`config.mk`:
```
export PLATFORM = sky130hd
export DESIGN_NAME = load_align_unit
export DESIGN_NICKNAME = d
export VERILOG_FILES = /design/src/rtl/load_align_unit.sv
export SDC_FILE = /design/constraint.sdc
export NUM_CORES = 1
export LEC_CHECK = 0
export ABC_AREA = 1
export CORE_UTILIZATION = 41
export CTS_CLUSTER_SIZE = 12
export DETAILED_ROUTE_END_ITERATION = 16
export PLACE_DENSITY = 0.67
export SYNTH_ARGS = -nofsm -noshare
export SYNTH_HDL_FRONTEND = slang
export SYNTH_SLANG_ARGS = --single-unit
```
`constraint.sdc`:
```
create_clock -name clk -period 2.9 [get_ports clk]
set_input_delay 0.58 -clock clk [delete_from_list [all_inputs] [get_ports clk]]
set_output_delay 0.58 -clock clk [all_outputs]
set_load 0.02 [all_outputs]
```
`src/rtl/load_align_unit.sv`:
```
// Load path: byte-addressed load request -> one or two aligned word reads -> extended result.
// Latency: aligned 3 cycles, word-crossing split 5 cycles, error 1 cycle (accept to rsp_valid, zero-wait bus).
// Backpressure: mem request held until mem_req_ready; result held until rsp_ready; one load in flight.
module load_align_unit #(
    parameter int ADDR_W         = 32,
    parameter int DATA_W         = 32,
    parameter int MISALIGN_SPLIT = 1
) (
    input  logic              clk,
    input  logic              rst,
    input  logic              req_valid,
    output logic              req_ready,
    input  logic [ADDR_W-1:0] req_addr,
    input  logic [2:0]        req_sel,
    output logic              mem_req_valid,
    input  logic              mem_req_ready,
    output logic [ADDR_W-1:0] mem_addr,
    input  logic              mem_rsp_valid,
    input  logic [DATA_W-1:0] mem_rdata,
    output logic              rsp_valid,
    input  logic              rsp_ready,
    output logic [DATA_W-1:0] rsp_data,
    output logic              rsp_err
);

    localparam logic [2:0] SEL_LW  = 3'd0;
    localparam logic [2:0] SEL_LH  = 3'd1;
    localparam logic [2:0] SEL_LB  = 3'd2;
    localparam logic [2:0] SEL_LHU = 3'd3;
    localparam logic [2:0] SEL_LBU = 3'd4;
    localparam logic [ADDR_W-3:0] WORD_ONE = {{(ADDR_W-3){1'b0}}, 1'b1};

    typedef enum logic [2:0] {IDLE, REQ0, WAIT0, REQ1, WAIT1, RESP} state_t;

    state_t             state;
    state_t             state_nxt;
    logic [ADDR_W-3:0]  word_addr;
    logic [2:0]         sel_q;
    logic [1:0]         off_q;
    logic               cross_q;
    logic [DATA_W-1:0]  w0;

    logic [2:0]         in_size;
    logic               in_illegal;
    logic               in_cross;
    logic               load_result;
    logic               load_err;
    logic [31:0]        lo_word;
    logic [31:0]        hi_word;
    logic [63:0]        pair;
    logic [31:0]        t;
    logic [31:0]        ext_data;

    // Decode the incoming load code into an access size and check whether it crosses a word.
    always_comb begin
        in_size    = 3'd1;
        in_illegal = 1'b0;
        case (req_sel)
            SEL_LW:           in_size = 3'd4;
            SEL_LH, SEL_LHU:  in_size = 3'd2;
            SEL_LB, SEL_LBU:  in_size = 3'd1;
            default:          in_illegal = 1'b1;
        endcase
        in_cross = (({1'b0, req_addr[1:0]} + in_size) > 3'd4);
    end

    // Shift the captured word pair down to the addressed byte and extend per load code.
    // The second word comes straight off the bus; it is only needed on the cycle the result is stored.
    always_comb begin
        lo_word = mem_rdata;
        hi_word = '0;
        if (state == WAIT1) begin
            lo_word = w0;
            hi_word = mem_rdata;
        end
        pair = {hi_word, lo_word};
        t    = pair[{off_q, 3'b000} +: 32];
        case (sel_q)
            SEL_LW:  ext_data = t;
            SEL_LH:  ext_data = {{16{t[15]}}, t[15:0]};
            SEL_LHU: ext_data = {16'h0000, t[15:0]};
            SEL_LB:  ext_data = {{24{t[7]}}, t[7:0]};
            default: ext_data = {24'h000000, t[7:0]};
        endcase
    end

    // Next-state and handshake outputs for the single-transaction controller.
    always_comb begin
        state_nxt     = state;
        req_ready     = 1'b0;
        mem_req_valid = 1'b0;
        mem_addr      = '0;
        rsp_valid     = 1'b0;
        load_result   = 1'b0;
        load_err      = 1'b0;
        case (state)
            IDLE: begin
                req_ready = 1'b1;
                if (req_valid) begin
                    if (in_illegal || (in_cross && (MISALIGN_SPLIT == 0))) begin
                        state_nxt = RESP;
                        load_err  = 1'b1;
                    end else begin
                        state_nxt = REQ0;
                    end
                end
            end
            REQ0: begin
                mem_req_valid = 1'b1;
                mem_addr      = {word_addr, 2'b00};
                if (mem_req_ready) state_nxt = WAIT0;
            end
            WAIT0: begin
                if (mem_rsp_valid) begin
                    if (cross_q) begin
                        state_nxt = REQ1;
                    end else begin
                        state_nxt   = RESP;
                        load_result = 1'b1;
                    end
                end
            end
            REQ1: begin
                mem_req_valid = 1'b1;
                mem_addr      = {word_addr + WORD_ONE, 2'b00};
                if (mem_req_ready) state_nxt = WAIT1;
            end
            WAIT1: begin
                if (mem_rsp_valid) begin
                    state_nxt   = RESP;
                    load_result = 1'b1;
                end
            end
            RESP: begin
                rsp_valid = 1'b1;
                if (rsp_ready) state_nxt = IDLE;
            end
            default: state_nxt = IDLE;
        endcase
    end

    // State register.
    always_ff @(posedge clk) begin
        if (rst) state <= IDLE;
        else     state <= state_nxt;
    end

    // Request capture, first-word capture and result register.
    always_ff @(posedge clk) begin
        if (rst) begin
            word_addr <= '0;
            sel_q     <= '0;
            off_q     <= '0;
            cross_q   <= 1'b0;
            w0        <= '0;
            rsp_data  <= '0;
            rsp_err   <= 1'b0;
        end else begin
            if (req_valid && req_ready) begin
                word_addr <= req_addr[ADDR_W-1:2];
                sel_q     <= req_sel;
                off_q     <= req_addr[1:0];
                cross_q   <= in_cross;
            end
            if ((state == WAIT0) && mem_rsp_valid) w0 <= mem_rdata;
            if (load_result) begin
                rsp_data <= ext_data;
                rsp_err  <= 1'b0;
            end else if (load_err) begin
                rsp_data <= '0;
                rsp_err  <= 1'b1;
            end
        end
    end

endmodule

```
Yosys cells after proc, flatten, opt, wreduce, memory -nomap -nowiden. Index checks and enable logic that the tools add are counted.

Eq/ne operators: 18. Reduce and logical (&&, ||, !) cells: 11. Shift-type cells: 1. Magnitude comparators: 1. Mux-type cells: 26. Add/sub/neg operators: 2.

Operators with widths (number): $mux W32 (4); $pmux W32 S4 (1); $pmux W32 S2 (1); $shiftx A64 B6 Y32 (1); $add A30 B1 Y30 const B (1); $mux W3 (8); $eq A3 B2 Y1 const B (6); $pmux W3 S6 (1); $ne A2 B2 Y1 const B (6); $eq A3 B1 Y1 const B (3); $eq A3 B3 Y1 const B (3); $logic_not A3 Y1 (3); $mux W1 (9); $pmux W3 S2 (1); $reduce_and A6 Y1 (1); $reduce_or A2 Y1 (3); $reduce_or A5 Y1 (1); $add A2 B3 Y3 (1); $gt A3 B3 Y1 const B (1); $logic_and A1 B1 Y1 (2); $pmux W1 S2 (1); $reduce_bool A2 Y1 (1).

Register bits after elaboration: 104. Output and inout bits: 68. Logic and storage cells: 67.

Depth between registers and ports, before layout.
Word-level depth: 7. Mapped depth: 13.

Worst setup path before layout. OpenSTA, ideal clock, no wires.

Path kind: register -> output. From: reg word_addr[1]. To: out mem_addr[28]. Slack: 0.527 ns. Path buffers: 0. Cell stages (with the launch flop): 12. Data arrival time: 1.793 ns. Cell sequence: dfxtp_1 -> ha_1 -> nand2_1 -> nor3_2 -> nand3_1 -> nor2_1 -> inv_1 -> nor2_1 -> nand3_1 -> nand2_1 -> nand2_1 -> nor2_1.

Cells in the longest elaborated chain, start to end: 2.

Ends and longest elaborated chain: from (decl) (RTL line 37) `logic [ADDR_W-3:0] word_addr;`; from (signal assigned) (RTL line 160) `word_addr <= req_addr[ADDR_W-1:2];`; $add A30 B1 Y30 (RTL line 125) `mem_addr = {word_addr + WORD_ONE, 2'b00};`; $pmux W32 S2 (RTL line 96) `case (state)`; to (decl) (RTL line 17) `output logic [ADDR_W-1:0] mem_addr,`.

No other way between the ends.

Final worst setup path.
From: reg word_addr[0]. To: out mem_addr[30].

Same word-level chain as after synthesis.

==> reports/metrics.csv <==
stage,metric,value,unit
floorplanning,fp.dieH,127,um
route,route.detailed.drc,0,
final_layout,nets,1209,
floorplanning,initial_core_util,42.1,%
worst_hold_path,hold_class,reg2reg,
clock_tree,clk_latency,0.36,ns
worst_setup_path,rrSetupSlack,0.61,ns
floorplanning,fp.dieW,127,um
final_layout,area_delta_synth_final,29.0,%
worst_setup_path,r2r-start,state[1],
route,num_vias,7261,
power_and_ir_drop,p_leak,3.32,nW
synth,yosysUniqueCellTypes,39,
final_layout,drive_above_1_share,9.23,%
place,place.gp.congestion,0.900,
place,place_area,8000,um^2
clock_tree,cts.sinks,104,
synth,yosysWarningCount,0,
sta,fin_ws,0.0254,ns
synth,syn_inst,1014,
worst_setup_path,worstPathMaxFanout,3,
synth,ys.flop_type,dfxtp_1,
power_and_ir_drop,power_density,818,nW/um^2
clock_tree,clock_path_buffers,2,
worst_setup_path,cp-endpoint,mem_addr[30],
outcome,status,completed,
route,via_per_inst,5.38,
floorplanning,pin_count,141,
worst_setup_path,critical_path_class,reg2out,
sta,setup_tns,0,ns
worst_setup_path,critical_path_required,2.32,ns
final_layout,fill_cells,1552,
route,wl_per_cell,16.3,um
clock_tree,clockRootBuffer,clkbuf_16,
global_routing,antenna_found_initial,0,
synth,netlist.area_leader.share,32.4,%
worst_setup_path,cp-end-kind,primary output,
clock_tree,clkSlewWorstSetupHoldPaths,0.07,ns
synth,syn-mean-instance-area,6.34,um^2
global_routing,grt_pass1_wl,35.1,mm
route,antenna_left,0,
sta,hold_viol_final,0,
synth,ys_top_cells_by_count,"223 x nand2_1, 140 x nand3_1, 134 x a21oi_1",
synth,synth_edf_count,0,
sta,period_minus_slack,2.87,ns
route,drtIter0Drc,754,
sta,relSlewSlack,48.5,%
synth,synth-seq-cells,104,
global_routing,grt_max_degree,66,
synth,yosysMostFrequentCell,nand2_1,
sta,rsz0062_at_grt,true,
final_layout,seqCellArea,2090,um^2
final_layout,utilization,54.4,%
worst_setup_path,rr_worst_depth,11,
worst_setup_path,r2r-end,rsp_data[30],
power_and_ir_drop,ir_drop,0.398,mV
synth,synthArstFlopShare,0,%
global_routing,grt.total_usage,27.9,%
sta,worstMarginPinSlew,0.773,ns
sta,setup_viol,0,
synth,seq_area_frac_synth,32.4,%
place,port_buffers,138,
route,dr.pass1.iters,5,
sta,skew,0.00956,ns
route,wl,22.0,mm
clock_tree,cts_buffers,9,
sta,fmax,0.348,GHz
clock_tree,h-tree-depth,3,
clock_tree,cts_tree,built,
final_layout,finalInstanceArea,8300,um^2
floorplanning,dieArea,16200,um^2
synth,synth_largest_area_cell,dfxtp_1,
worst_setup_path,setup.worst_path.start_class,flip-flop,
floorplanning,core,15300,um^2
worst_setup_path,worstPathArrival,2.29,ns
global_routing,grt_pass1_vias,6504,
worst_setup_path,critPathLaunch,word_addr[0],
synth,netlist_area,6430,um^2
power_and_ir_drop,total_power,6.79,mW
place,hpwl,16.4,mm
job,drv_cap,0,
final_layout,finalNonFillerCells,1349,
sta,hold_ws,0.453,ns
place,dp_cells,1331,
place,pre_cts_slack,-0.00164,ns
final_layout,diodes,0,
synth,synth_area_leaders,"dfxtp_1 32%, nand2_1 13%, nand3_1 11%, a21oi_1 10%, o21ai_0 8.2%",
sta,drv_slew,0,
floorplanning,rows,45,
global_routing,overflow,0,
final_layout,multiInputGateArea,3630,um^2
sta,period_share,99.1,%
==> layout make-up <==
| class | instances | area share, % |
|---|---|---|
| timing repair buffer | 176 | 19.6 |
| clock inverter | 6 | 0.618 |
| inverter | 111 | 5.02 |
| sequential | 104 | 25.1 |
| tap | 211 | 3.18 |
| clock buffer | 10 | 2.76 |
| multi-input combinational | 731 | 43.7 |
==> logic make-up (layout without fill, tap and decap cells) <==
logic type | count (synthesis) | after routing | synth area share (%)
AO/OA/AOI/OAI | 275 | 275 | 22.6
XOR/XNOR | 6 | 6 | 0.817
adder cells (fa/ha/maj) | 3 | 3 | 0.700
buffers and inverters | 180 | 303 | 11.8
flip-flops | 104 | 104 | 32.4
other | 1 | 2 | 0.0583
AND/OR/NAND/NOR | 445 | 445 | 31.6
==> power breakdown <==
group | total, mW | switching, mW | internal, mW
clock | 1.20 | 0.600 | 0.596
sequential | 1.97 | 0.218 | 1.75
combinational | 3.63 | 2.40 | 1.23
==> repair_timing <==
item / CTS / global route
setup endpoints to repair: 26 / 17
pin swaps: 2 / 6
gates resized for setup: 41 / 26
buffers inserted: 2 / 0
hold buffers: 0 / 0
==> metal layers <==
metal  track usage, %  wire length [um]  up-vias
li1                 -                 -     3627
met2             43.3              9830      282
met4             8.05               451        0
met5                0                 0        -
met3             5.70              1600       32
met1             39.0             10100     3320
==> state kept, by name (all words and copies together), names as in the netlist <==
register / count
rsp_data: 32
w0: 32
word_addr: 30
sel_q: 3
state: 3
off_q: 2
cross_q: 1
rsp_err: 1
==> how the worst min path moves through the flow <==
| stage | slack (ns) | cells past startpoint | endpoint | start |
|---|---|---|---|---|
| detailed placement | 0.44 | 2 | w0[22] | w0[22] |
| floorplan | 0.43 | 2 | w0[18] | w0[18] |
| CTS | 0.45 | 2 | w0[22] | w0[22] |
| global placement | 0.44 | 2 | w0[17] | w0[17] |
| global route | 0.48 | 2 | w0[15] | w0[15] |
| finish | 0.45 | 2 | w0[22] | w0[22] |
==> cell usage in the layout (no fill, tap or decap), drive strengths merged <==
cell,n
nand2,226
nand3,150
a21oi,134
clkdlybuf4s50,115
inv,113
o21ai,108
dfxtp,104
buf,42
nor2,39
nor3,19
clkbuf,15
o211ai,14
nand4,9
dlygate4sd2,8
a211oi,7
o22ai,7
xor2,6
clkdlybuf4s15,4
clkinvlp,3
conb,2
dlymetal6s2s,2
ha,2
o311ai,1
a22oi,1
o21a,1
nor4,1
or2,1
o32ai,1
a31oi,1
clkinv,1
fa,1
==> critical path: stages, from the launching register on <==
cell             delay [ns]
dfxtp_2                0.35
ha_2                   0.19
nand2_2                0.07
nor3_2                 0.26
nand3_1                0.12
nor2_2                 0.16
buf_4                  0.13
nand4_1                0.10
a21oi_1                0.15
o21a_1                 0.15
clkdlybuf4s15_2        0.26
Note: power is estimated with default switching activity, not from simulation.
